==> config.mk <==
export PLATFORM = sky130hd
export DESIGN_NAME = comparator_nbit_serial
export DESIGN_NICKNAME = d
export VERILOG_FILES = /design/src/rtl/comparator_nbit_serial.sv
export SDC_FILE = /design/constraint.sdc
export NUM_CORES = 1
export LEC_CHECK = 0
export ABC_AREA = 0
export CAP_MARGIN = 20
export CORE_MARGIN = 10
export CORE_UTILIZATION = 46
export DETAILED_ROUTE_END_ITERATION = 12
export HOLD_SLACK_MARGIN = 0.03
export PLACE_DENSITY = 0.71
export SLEW_MARGIN = 20
export SYNTH_ARGS = -nofsm -noshare
export SYNTH_HDL_FRONTEND = slang
export SYNTH_SLANG_ARGS = --single-unit
==> constraint.sdc <==
create_clock -name clk -period 1.23 [get_ports clk]
set_input_delay 0.246 -clock clk [delete_from_list [all_inputs] [get_ports clk]]
set_output_delay 0.246 -clock clk [all_outputs]
set_load 0.01 [all_outputs]
==> src/rtl/comparator_nbit_serial.sv <==
// rtl/comparator_nbit_serial.sv - bit-serial MSB-first unsigned magnitude comparator
module comparator_nbit_serial #(
    parameter int WIDTH = 8,
    parameter int IDXW  = $clog2(WIDTH)
) (
    input  logic             clk,
    input  logic             rst_n,
    input  logic             start,
    input  logic [WIDTH-1:0] a,
    input  logic [WIDTH-1:0] b,
    output logic             busy,
    output logic             done,
    output logic             a_maior_que_b,
    output logic             a_menor_que_b,
    output logic             a_igual_b,
    output logic [IDXW-1:0]  diff_idx
);

    typedef enum logic {
        S_IDLE    = 1'b0,
        S_COMPARE = 1'b1
    } state_t;

    state_t            state;
    state_t            state_nxt;

    logic [WIDTH-1:0]  a_sh;
    logic [WIDTH-1:0]  b_sh;
    logic [IDXW-1:0]   cnt;
    logic              gt_f;
    logic              lt_f;
    logic [IDXW-1:0]   idx_f;

    logic              load;
    logic              step;
    logic              finish;

    // 1-bit compare slice: the current MSB pair only decides while no earlier bit has
    logic              a_bit;
    logic              b_bit;
    logic              decide_now;
    logic              gt_nxt;
    logic              lt_nxt;
    logic [IDXW-1:0]   idx_nxt;

    assign a_bit      = a_sh[WIDTH-1];
    assign b_bit      = b_sh[WIDTH-1];
    assign decide_now = ~gt_f & ~lt_f & (a_bit ^ b_bit);
    assign gt_nxt     = decide_now ? a_bit : gt_f;
    assign lt_nxt     = decide_now ? b_bit : lt_f;
    assign idx_nxt    = decide_now ? cnt   : idx_f;

    assign busy = (state == S_COMPARE);

    // State register
    always_ff @(posedge clk or negedge rst_n) begin
        if (!rst_n) begin
            state <= S_IDLE;
        end else begin
            state <= state_nxt;
        end
    end

    // Next-state and datapath control: accept start only in IDLE, stop after bit 0
    always_comb begin
        state_nxt = state;
        load      = 1'b0;
        step      = 1'b0;
        finish    = 1'b0;
        case (state)
            S_IDLE: begin
                if (start) begin
                    load      = 1'b1;
                    state_nxt = S_COMPARE;
                end
            end
            S_COMPARE: begin
                step = 1'b1;
                if (cnt == '0) begin
                    finish    = 1'b1;
                    state_nxt = S_IDLE;
                end
            end
            default: begin
                state_nxt = S_IDLE;
            end
        endcase
    end

    // Operand shifters, bit counter and sticky decision flags
    always_ff @(posedge clk or negedge rst_n) begin
        if (!rst_n) begin
            a_sh  <= '0;
            b_sh  <= '0;
            cnt   <= '0;
            gt_f  <= 1'b0;
            lt_f  <= 1'b0;
            idx_f <= '0;
        end else if (load) begin
            a_sh  <= a;
            b_sh  <= b;
            cnt   <= IDXW'(WIDTH - 1);
            gt_f  <= 1'b0;
            lt_f  <= 1'b0;
            idx_f <= '0;
        end else if (step) begin
            a_sh  <= {a_sh[WIDTH-2:0], 1'b0};
            b_sh  <= {b_sh[WIDTH-2:0], 1'b0};
            cnt   <= cnt - 1'b1;
            gt_f  <= gt_nxt;
            lt_f  <= lt_nxt;
            idx_f <= idx_nxt;
        end
    end

    // Result registers: updated only on the final compare edge, held otherwise
    always_ff @(posedge clk or negedge rst_n) begin
        if (!rst_n) begin
            done          <= 1'b0;
            a_maior_que_b <= 1'b0;
            a_menor_que_b <= 1'b0;
            a_igual_b     <= 1'b0;
            diff_idx      <= '0;
        end else begin
            done <= finish;
            if (finish) begin
                a_maior_que_b <= gt_nxt;
                a_menor_que_b <= lt_nxt;
                a_igual_b     <= ~gt_nxt & ~lt_nxt;
                diff_idx      <= idx_nxt;
            end
        end
    end

endmodule

== Yosys cells after proc, flatten, opt, wreduce, memory -nomap -nowiden ==
Index checks and enable logic that the tools add are counted.

* Add/subtract/negate cells: 1
* Multiply operators: 0
* Divide/modulo/power cells: 0
* $lt $le $gt $ge: 0
* Equal/unequal tests: 0
* Shift-type cells: 0
* Mux-type cells: 22
* Bitwise gates (word level): 9
* Reductions and logical operators: 2

{| class="wikitable"
|+ Operator list
! operator !! count
|-
| 8-bit 2-to-1 mux || 4
|-
| 3-bit 2-to-1 mux || 5
|-
| 1-bit 2-to-1 mux || 12
|-
| 1-bit NOT || 5
|-
| 1-bit AND || 3
|-
| 3-bit logical NOT || 1
|-
| 3-bit by 1-bit subtractor with 3-bit output (second input constant) || 1
|-
| 1-bit case mux with 2 select lines || 1
|-
| 2-bit nonzero test || 1
|-
| 1-bit XOR || 1
|}

* Bits in registers: 32
* Latch bits: 0
* RAM bits: 0
* Memory bits (read-only): 0
* Output and inout port bits: 8
* Logic and storage cells: 46
* Memories kept: 0

== Longest topological paths before layout ==
Gate-level depths: netlist of run 1.

* Word-level depth: 6
* Mapped depth: 6
* Depth with buffers taken out: 6

== Least setup slack after synthesis of run 1 ==
OpenSTA, ideal clock, no wires.

* Path type: reg-to-reg
* Start point: register cnt[0]
* End point: register diff_idx[0]
* Arrival: 1.051 ns
* Required time: 1.094 ns
* Path slack: 0.043 ns
* Stages on the path, launching flop included: 7
* Cells stage by stage: dfrtp_1 -> inv_1 -> ha_1 -> nand3b_4 -> inv_1 -> o311ai_1 -> nand3_1

* Longest elaborated chain between the ends: 3
* Elaborated cells on any way between the ends: 4

{| class="wikitable"
|+ Ends and longest elaborated chain
! what !! RTL line !! text
|-
| from (decl) || 29 || <nowiki>logic [IDXW-1:0] cnt;</nowiki>
|-
| from (signal assigned) || 102 || <nowiki>cnt <= IDXW'(WIDTH - 1);</nowiki>
|-
| from (signal assigned) || 109 || <nowiki>cnt <= cnt - 1'b1;</nowiki>
|-
| 3-bit logical NOT || 79 || <nowiki>if (cnt == '0) begin</nowiki>
|-
| 1-bit 2-to-1 mux || 79 ||
|-
| 1-bit 2-to-1 mux || 70 || <nowiki>case (state)</nowiki>
|-
| named net finish || 36 || <nowiki>logic finish;</nowiki>
|-
| to (signal assigned) || 130 || <nowiki>diff_idx <= idx_nxt;</nowiki>
|-
| to (decl) || 16 || <nowiki>output logic [IDXW-1:0] diff_idx</nowiki>
|}

The timed path passes the listed nets, and every way through them passes these cells.
A chain may end at the register's enable or synchronous reset.

== Final worst setup path of run 1 ==
* Start point: register state, in the netlist busy
* End point: register diff_idx[0]

* Longest elaborated chain between the ends: 1

{| class="wikitable"
|+ Ends and longest elaborated chain
! what !! RTL line !! text
|-
| from (decl) || 24 || <nowiki>state_t state;</nowiki>
|-
| from (signal assigned) || 60 || <nowiki>state <= state_nxt;</nowiki>
|-
| 1-bit 2-to-1 mux || 70 ||
|-
| named net finish || 36 ||
|}

The timed path passes the listed nets, and every way through them passes these cells.

==> results_dict.tcl, run 1 <==
set metrics [dict create \
    status "complete, but fails checks" \
    violations "negative setup slack" \
    vias 1195 \
    wl_per_cell_um 15.32 \
    vias_per_cell 5.241 \
    routed_wl_um 3492 \
    grt_pass1_wl_um 4981 \
    met3_usage_pct 3.892 \
    syn_area_mm2 0.001459 \
    overflow 0 \
    power.total_mw 4.874 \
    fin_skew_ps 4.579 \
    critPathTopFamily "buffers and inverters" \
    fin_cells 228 \
    cts_tree "done" \
    grt_pass1_vias 1146 \
    max_slew_margin_pct 78.12 \
    areaGrowthSynthToFinish_pct 40.57 \
    ys_seq_area_share_pct 54.89 \
    routabilityCongestion 0.7908 \
    initial_core_util_pct 47.79 \
    gr-usage-met2_pct 16.16 \
    period_share_pct 102.6 \
    critPathBufInv 3 \
    drt_iter0_drc 94 \
    yosys_warnings 0 \
    dp_hpwl_um 2123 \
    drive_gt1_share_pct 21.74 \
    clock-sinks 32 \
    setup_viol 2 \
    antenna_cells 0 \
    p_leak_nw 0.9491 \
    tightestPinTransition_ps 328.1 \
    end_kind "register" \
    final_common_cell "dfrtp_1" \
    p_per_area_mw_per_mm2 2377 \
    yosysUniqueCellTypes 23 \
    synth_nets 162 \
    first_pass_iters 4 \
    slew_viol_final 0 \
    ys_top_cells_by_area "dfrtp_1 (55%), mux2i_1 (11%), nand2_1 (6.7%), o21ai_0 (3.1%), o21ai_1 (2.4%)" \
    startpoint_type "register" \
    grt_util_met1_pct 11.64 \
    ant_nets 0 \
    post-route-min-period_ps 1262 \
    htreeDepth 2 \
    hold_viol 0 \
    cts.clk_slew.worst_paths_ps 100 \
    clockBufferDepth 2 \
    synth_area_per_cell_um2 10.35 \
    dp_cells 211 \
    final_nets 204 \
    ir_drop_uv 1047 \
    fmax_ghz 0.7927 \
    synth_cells 141 \
    io_buffers 26 \
    mostFrequentLayoutCells "dfrtp_1 (30), nand2_1 (26), clkdlybuf4s50_1 (18)" \
    track_usage_pct 10.30 \
    final_area_mm2 0.002051 \
    place_area_mm2 0.001833 \
    drcViolationCount 0 \
    numCtsBuffers 5 \
    maxCapViolations 0 \
    antenna_found_initial 0 \
    busiest_layer "met2" \
    num_rows 20 \
    worstSetupPathType "reg -> reg" \
    fin_ws_ps -31.53 \
    r2r_slack_ps -30 \
    dieWidth_um 76.32 \
    cp_cell_sequence "buf_6 -> buf_12 -> nand3b_4 -> clkinvlp_4 -> o311ai_2 -> nand3_1" \
    arrival_ps 1490 \
    path_max_fanout 7 \
    io_pins 27 \
    netlist.area_leader.share_pct 54.89 \
    die_area_mm2 0.005824 \
    synth-seq-cells 32 \
    hold_class "in -> async" \
    critPathMaxStageDelay_ps 400 \
    required_ps 1450 \
    grt_max_degree 47 \
    rsz0062_at_grt "true" \
    insertion_delay_ps 340 \
    cpMaxStageDelayCell "dfrtp_1" \
    core_area_mm2 0.003053 \
    cts-root-buf "clkbuf_4" \
    die_h_um 76.32 \
    synth_largest_area_cell "dfrtp_1" \
]
-- cell usage after synthesis --
| library cell | number |
|---|---|
| nand2_1 | 26 |
| nor3_2 | 1 |
| o311ai_1 | 3 |
| nor2_1 | 6 |
| o21ai_0 | 9 |
| o21ai_1 | 7 |
| dfrtp_1 | 32 |
| clkbuf_1 | 3 |
| a31oi_1 | 2 |
| o211ai_1 | 2 |
| xor2_2 | 1 |
| mux2i_1 | 16 |
| a21oi_1 | 5 |
| inv_1 | 5 |
| nor2_2 | 1 |
| nand3_1 | 4 |
| o31ai_1 | 1 |
| nand3b_4 | 1 |
| buf_2 | 4 |
| nor3_1 | 3 |
| ha_1 | 2 |
| nand4_1 | 5 |
| xnor2_1 | 2 |
-- what timing repair did --
item | 4_1_cts | 5_1_grt
resized for setup | 18 | 14
pin swaps | 0 | 7
endpoints found under the setup margin | 11 | 17
cloned | 0 | 2
setup buffers | 1 | 6
hold buffers | 0 | 0
-- worst register-to-register path, stage by stage, from the launching register on --
cell	delay [ps]
dfrtp_1	400
buf_6	130
buf_12	120
nand3b_4	90
clkinvlp_4	160
o311ai_2	130
nand3_1	120
-- layer usage --
| metal | vias up | wire (um) |
|---|---|---|
| met5 | - | 0 |
| met4 | 0 | 69 |
| met1 | 564 | 1598 |
| li1 | 576 | - |
| met2 | 48 | 1632 |
| met3 | 7 | 191 |
-- cells by family (layout without fill, tap and decap cells) --
| kind of cell | Yosys count | count (layout) | share of synthesized area (%) |
|---|---|---|---|
| AOI/OAI and AO/OA | 29 | 29 | 11.41 |
| xor gates and xnor gates | 3 | 3 | 2.316 |
| adders and majority gates | 2 | 2 | 1.715 |
| buffers and inverters | 12 | 55 | 3.431 |
| DFF | 32 | 32 | 54.89 |
| muxes | 16 | 16 | 10.98 |
| and+or+nand+nor | 47 | 47 | 15.27 |
-- cell type report --
class,count,area [um^2]
Multi-Input combinational cell,97,648.1
Inverter,5,22.52
Clock buffer,7,65.06
Sequential cell,32,803.3
Timing Repair Buffer,42,426.7
Clock inverter,1,30.03
Fill cell,258,1002
Tap cell,44,55.05
-- worst paths after layout --
| check | from | end | cells past startpoint |
|---|---|---|---|
| worst max-delay path | busy$_DFF_PN0_ | diff_idx[0]$_DFFE_PN0P_ | 6 |
| worst min register to register | a_igual_b$_DFFE_PN0P_ | a_igual_b$_DFFE_PN0P_ | 2 |
| max in group asynchronous | rst_n | b_sh[7]$_DFFE_PN0P_ | 2 |
| min in group clk | a_igual_b$_DFFE_PN0P_ | a_igual_b$_DFFE_PN0P_ | 2 |
| worst max register to register | busy$_DFF_PN0_ | diff_idx[0]$_DFFE_PN0P_ | 6 |
| worst min-delay path | rst_n | diff_idx[1]$_DFFE_PN0P_ | 2 |
-- flip-flops by register name (all words and copies together), names as in the netlist, 3 cells and up --
name      flops
b_sh          8
idx_f         3
a_sh          8
cnt           3
diff_idx      3
-- where the power goes --
| group | leakage [nW] | switching (mW) | internal (mW) | total, mW |
|---|---|---|---|---|
| Clock | 0.0515 | 0.375 | 0.539 | 0.915 |
| Sequential | 0.412 | 0.354 | 1.47 | 1.83 |
| Combinational | 0.486 | 1.05 | 1.08 | 2.13 |
-- through the flow --
stage	setup TNS, ps	utilization [%]	worst slack [ps]	hold WS [ps]
4_1_cts	0	63.69	1.226	262.7
3_5_place_dp	-2848	60.04	-177.8	460.3
6_report	-41.98	67.17	-31.53	269.7
2_1_floorplan	0	-	43.21	-49.59
5_1_grt	-551.8	67.17	-111.6	279.2
3_3_place_gp	-2202	60.04	-121.9	452.7
No activity file was read; power rests on OpenSTA's default activity.
==> inputs of run 2 (changes only) <==
Settings changed: CORE_MARGIN 10 to 2, TNS_END_PERCENT from default to 30.
==> run 2 against run 1 <==
  * The flow now finishes without violations
  * Combinational power is 7% lower
  * Hold slack worse by 8.1 ps
  * Critical path depth is 3 lower
  * Sequential cell count stayed put
  * Largest power group unchanged
  * Highest routed layer unchanged
==> results_dict.tcl, run 2 (synthesis results as in run 1) <==
set metrics [dict create \
    reg_top3 "a_sh (8), b_sh (8)" \
    swShare_pct 37.42 \
    dieWidth_um 60.32 \
    clock-sinks 32 \
    final_nets 201 \
    fmax_ghz 0.8232 \
    fin_hold_ws_ps 261.6 \
    final_common_cell "dfrtp_1" \
    first_pass_iters 6 \
    grt_pass1_vias 1100 \
    slew_viol_final 0 \
    p_clk_share_pct 15.2 \
    die_h_um 60.32 \
    end_kind "register" \
    dp_hpwl_um 1888 \
    cts_tree "done" \
    r2r-end "idx_f[1]$_DFFE_PN0P_" \
    tightestPinTransition_ps 343.3 \
    r2r_cells 3 \
    rsz0062_at_grt "true" \
    maxCapViolations 0 \
    clockBufferDepth 2 \
    period_share_pct 98.76 \
    routed_wl_um 2949 \
    p_seq_share_pct 40.0 \
    fin_cells 224 \
    startpoint_type "register" \
    post-route-min-period_ps 1215 \
    num_rows 20 \
    status "finished clean" \
    track_usage_pct 17.17 \
    arrival_ps 1470 \
    drt_iter0_drc 31 \
    htreeDepth 2 \
    finish.utilization_pct 65.33 \
    cts-root-buf "clkbuf_4" \
    hold_class "in -> async" \
    antenna_cells 0 \
    cts.clk_slew.worst_paths_ps 90 \
    vias 1187 \
    setup_viol 0 \
    path_max_fanout 7 \
    p_sw_mw 1.658 \
    ant_nets 0 \
    grt_max_degree 47 \
    hold_viol 0 \
    initial_core_util_pct 48.18 \
    io_buffers 26 \
    p_leak_nw 0.9320 \
    fin_skew_ps 5.228 \
    seqCellArea_um2 800.8 \
    grt_pass1_wl_um 4519 \
    core_area_mm2 0.003028 \
    wl_per_cell_um 13.17 \
    dp_cells 212 \
    overflow 0 \
    ir_drop_uv 857.4 \
    insertion_delay_ps 340 \
    cell_internal_pwr_mw 2.772 \
    numCtsBuffers 5 \
    areaGrowthSynthToFinish_pct 35.59 \
    required_ps 1480 \
    r2r_start "a_sh[7]$_DFFE_PN0P_" \
    vias_per_cell 5.299 \
    fillers 252 \
    antenna_found_initial 0 \
    io_pins 27 \
    combPwrFrac_pct 44.8 \
    mostFrequentLayoutCells "dfrtp_1 (32), nand2_1 (26), clkdlybuf4s50_1 (18)" \
    r2r_slack_ps 20 \
    die_area_mm2 0.003638 \
    drive_gt1_share_pct 18.33 \
    routabilityCongestion 0.7487 \
    worstSetupPathType "reg -> reg" \
    multiInputGateArea_um2 625.6 \
    max_slew_margin_pct 77.10 \
    drcViolationCount 0 \
    p_per_area_mw_per_mm2 2239 \
]
## run 2: through the flow
step           worst slack (ps)  TNS, ps  cell area [um^2]  power [mW]
2_1_floorplan             43.21        0              1459       2.828
3_3_place_gp             -127.1    -2224              1841       3.437
3_5_place_dp             -181.8    -2928              1841       3.531
4_1_cts                   1.831        0              1927       4.216
5_1_grt                  -26.69   -83.69              1978       4.761
6_report                  15.27        0              1978       4.430
## run 2: final cells by class
class,instances,area share (%)
sequential,32,40.48
multi-input combinational,97,31.63
timing repair buffer,39,20.87
clock buffer,7,3.289
tap,44,2.783
inverter,5,0.9488
## run 2: worst max path at each step
stage,startpoint,to,slack [ps]
after floorplan,cnt[0]$_DFFE_PN0P_,diff_idx[0]$_DFFE_PN0P_,40
after global placement,start,b_sh[4]$_DFFE_PN0P_,-130
after detailed placement,start,b_sh[1]$_DFFE_PN0P_,-180
after CTS,done$_DFF_PN0_,done,2
after global routing,b_sh[7]$_DFFE_PN0P_,a_menor_que_b$_DFFE_PN0P_,-30
final,a_sh[7]$_DFFE_PN0P_,idx_f[1]$_DFFE_PN0P_,20
## run 2: power by group through the flow
stage | sequential, mW | clock, mW | combinational [mW]
floorplan | 1.79 | 0 | 1.03
global placement | 1.77 | 0 | 1.66
detailed placement | 1.79 | 0 | 1.74
CTS | 1.76 | 0.691 | 1.76
global route | 1.83 | 0.746 | 2.18
finish | 1.77 | 0.672 | 1.99
## run 2: critical path, cell delays in order, from the launching register on
cell      delay, ps
dfrtp_1         460
xor2_2          360
nand4_1         180
o211ai_1        140
## run 2: what timing repair did
action	4_1_cts	5_1_grt
hold buffers	0	0
setup buffers	2	1
endpoints found under the setup margin	9	15
gates resized for setup	17	11
pin swaps	0	1
gates cloned	0	2
## run 2: routing by layer
| metal | vias up | global-route usage [%] | share of wire (%) |
|---|---|---|---|
| met3 | 12 | 4.762 | 5.5 |
| met4 | 0 | 10.16 | 2.4 |
| met2 | 38 | 29.19 | 50 |
| met5 | - | 0 | 0 |
| li1 | 569 | - | - |
| met1 | 568 | 19.13 | 42 |
==> inputs of run 3 (changes only) <==
Settings changed: CTS_CLUSTER_DIAMETER from default to 50, SKIP_LAST_GASP from default to 1.
==> run 3 against run 2 <==
  * The flow now finishes with violations (negative setup slack)
  * Via count fell by 1.0%
  * Sequential share of layout area shrank 0.72 points
  * Worst setup slack worse by 35 ps
  * Cell area increased by 2.0%
  * Maximum frequency decreased by 2.8%
  * Die area stayed put
  * Sequential power hardly changed
  * Highest routed layer unchanged
  * Total power is 0.79% higher
==> results_dict.tcl, run 3 (synthesis results as in run 1) <==
set metrics [dict create \
    areaGrowthSynthToFinish_pct 38.25 \
    clockBufferDepth 2 \
    core_area_mm2 0.003028 \
    final_area_mm2 0.002017 \
    fin_ws_ps -19.71 \
    ant_nets 0 \
    fin_hold_ws_ps 265.3 \
    tightestPinTransition_ps 321.8 \
    worstSetupPathType "reg -> out" \
    first_pass_iters 4 \
    hold_class "in -> async" \
    end_kind "primary output" \
    fin_cells 227 \
    slew_viol_final 0 \
    cts-root-buf "clkbuf_4" \
    routabilityCongestion 0.7487 \
    numCtsBuffers 5 \
    antenna_found_initial 0 \
    final_common_cell "dfrtp_1" \
    vias 1175 \
    place_area_mm2 0.001841 \
    pre_cts_ws_ps -181.8 \
    p_leak_nw 0.9377 \
    final_nets 204 \
    vias_per_cell 5.176 \
    critPathTopFamily "flip-flops" \
    critPathBufInv 1 \
    dp_cells 212 \
    power.total_mw 4.465 \
    startpoint_type "register" \
    cts_tree "done" \
    track_usage_pct 17.17 \
    mostFrequentLayoutCells "dfrtp_1 (31), nand2_1 (26), clkdlybuf4s50_1 (18)" \
    insertion_delay_ps 340 \
    status "complete, but fails checks" \
    cts.clk_slew.worst_paths_ps 100 \
    routed_wl_um 2975 \
    path_max_fanout 2 \
    arrival_ps 1000 \
    period_share_pct 101.6 \
    fin_skew_ps 6.908 \
    drcViolationCount 0 \
    wl_per_cell_um 13.11 \
    p_per_area_mw_per_mm2 2214 \
    antenna_cells 0 \
    io_pins 27 \
    drive_gt1_share_pct 19.67 \
    max_slew_margin_pct 78.44 \
    cp_cell_sequence "dlygate4sd2_1" \
    post-route-min-period_ps 1250 \
    hold_buffers 0 \
    overflow 0 \
    initial_core_util_pct 48.18 \
    num_rows 20 \
    fin_tns_setup_ps -39.33 \
    io_buffers 26 \
    dp_hpwl_um 1888 \
    die_area_mm2 0.003638 \
    grt_max_degree 47 \
    setup_viol 3 \
    rsz0062_at_grt "true" \
    grt_pass1_vias 1100 \
    die_h_um 60.32 \
    htreeDepth 2 \
    critPathMaxStageDelay_ps 380 \
    dieWidth_um 60.32 \
    fillers 254 \
    worstSetupStartpoint "a_menor_que_b$_DFFE_PN0P_" \
    finish.utilization_pct 66.61 \
    violations "negative setup slack" \
    hold_viol 0 \
    fmax_ghz 0.8002 \
    required_ps 980 \
    drt_iter0_drc 51 \
    ir_drop_uv 875.2 \
    clock-sinks 32 \
    cpMaxStageDelayCell "dfrtp_1" \
    r2r_start "busy$_DFF_PN0_" \
    grt_pass1_wl_um 4519 \
    maxCapViolations 0 \
    reg_top3 "a_sh (8), b_sh (8)" \
]
run 3: per-layer routing:
layer  global-route usage [%]  vias to the layer above  share of wire, %
met3                    4.762                        5               5.5
met5                        0                        -                 0
met2                    29.19                       35                49
li1                         -                      578                 -
met1                    19.13                      557                44
met4                    10.16                        0               1.5
run 3: power by group:
group	switching [mW]	internal, mW
Sequential	0.322	1.47
Combinational	1.01	0.983
Clock	0.355	0.324
Total	1.68	2.78
run 3: worst paths after layout:
kind,endpoint,slack [ps],cells after the start
min in group clk,diff_idx[0]$_DFFE_PN0P_,470,2
max in group asynchronous,busy$_DFF_PN0_,790,2
worst max-delay path,a_menor_que_b,-20,1
worst max register to register,busy$_DFF_PN0_,20,5
worst min register to register,diff_idx[0]$_DFFE_PN0P_,470,2
worst min-delay path,a_igual_b$_DFFE_PN0P_,270,2
run 3: area by class of cell:
cell class                      count  area [um^2]  share of cell area, %
Sequential cell                    32        802.0                  39.76
Multi-Input combinational cell     97        643.1                  31.89
Timing Repair Buffer               42        429.2                  21.28
Clock buffer                        7        65.06                  3.226
Tap cell                           44        55.05                  2.730
Inverter                            5        22.52                  1.117
run 3: timing repair:
item                                    4_1_cts  5_1_grt
pin swaps                                     0        6
endpoints found under the setup margin        9       17
setup buffers                                 2        6
gates resized for setup                       9       17
gates cloned                                  0        1
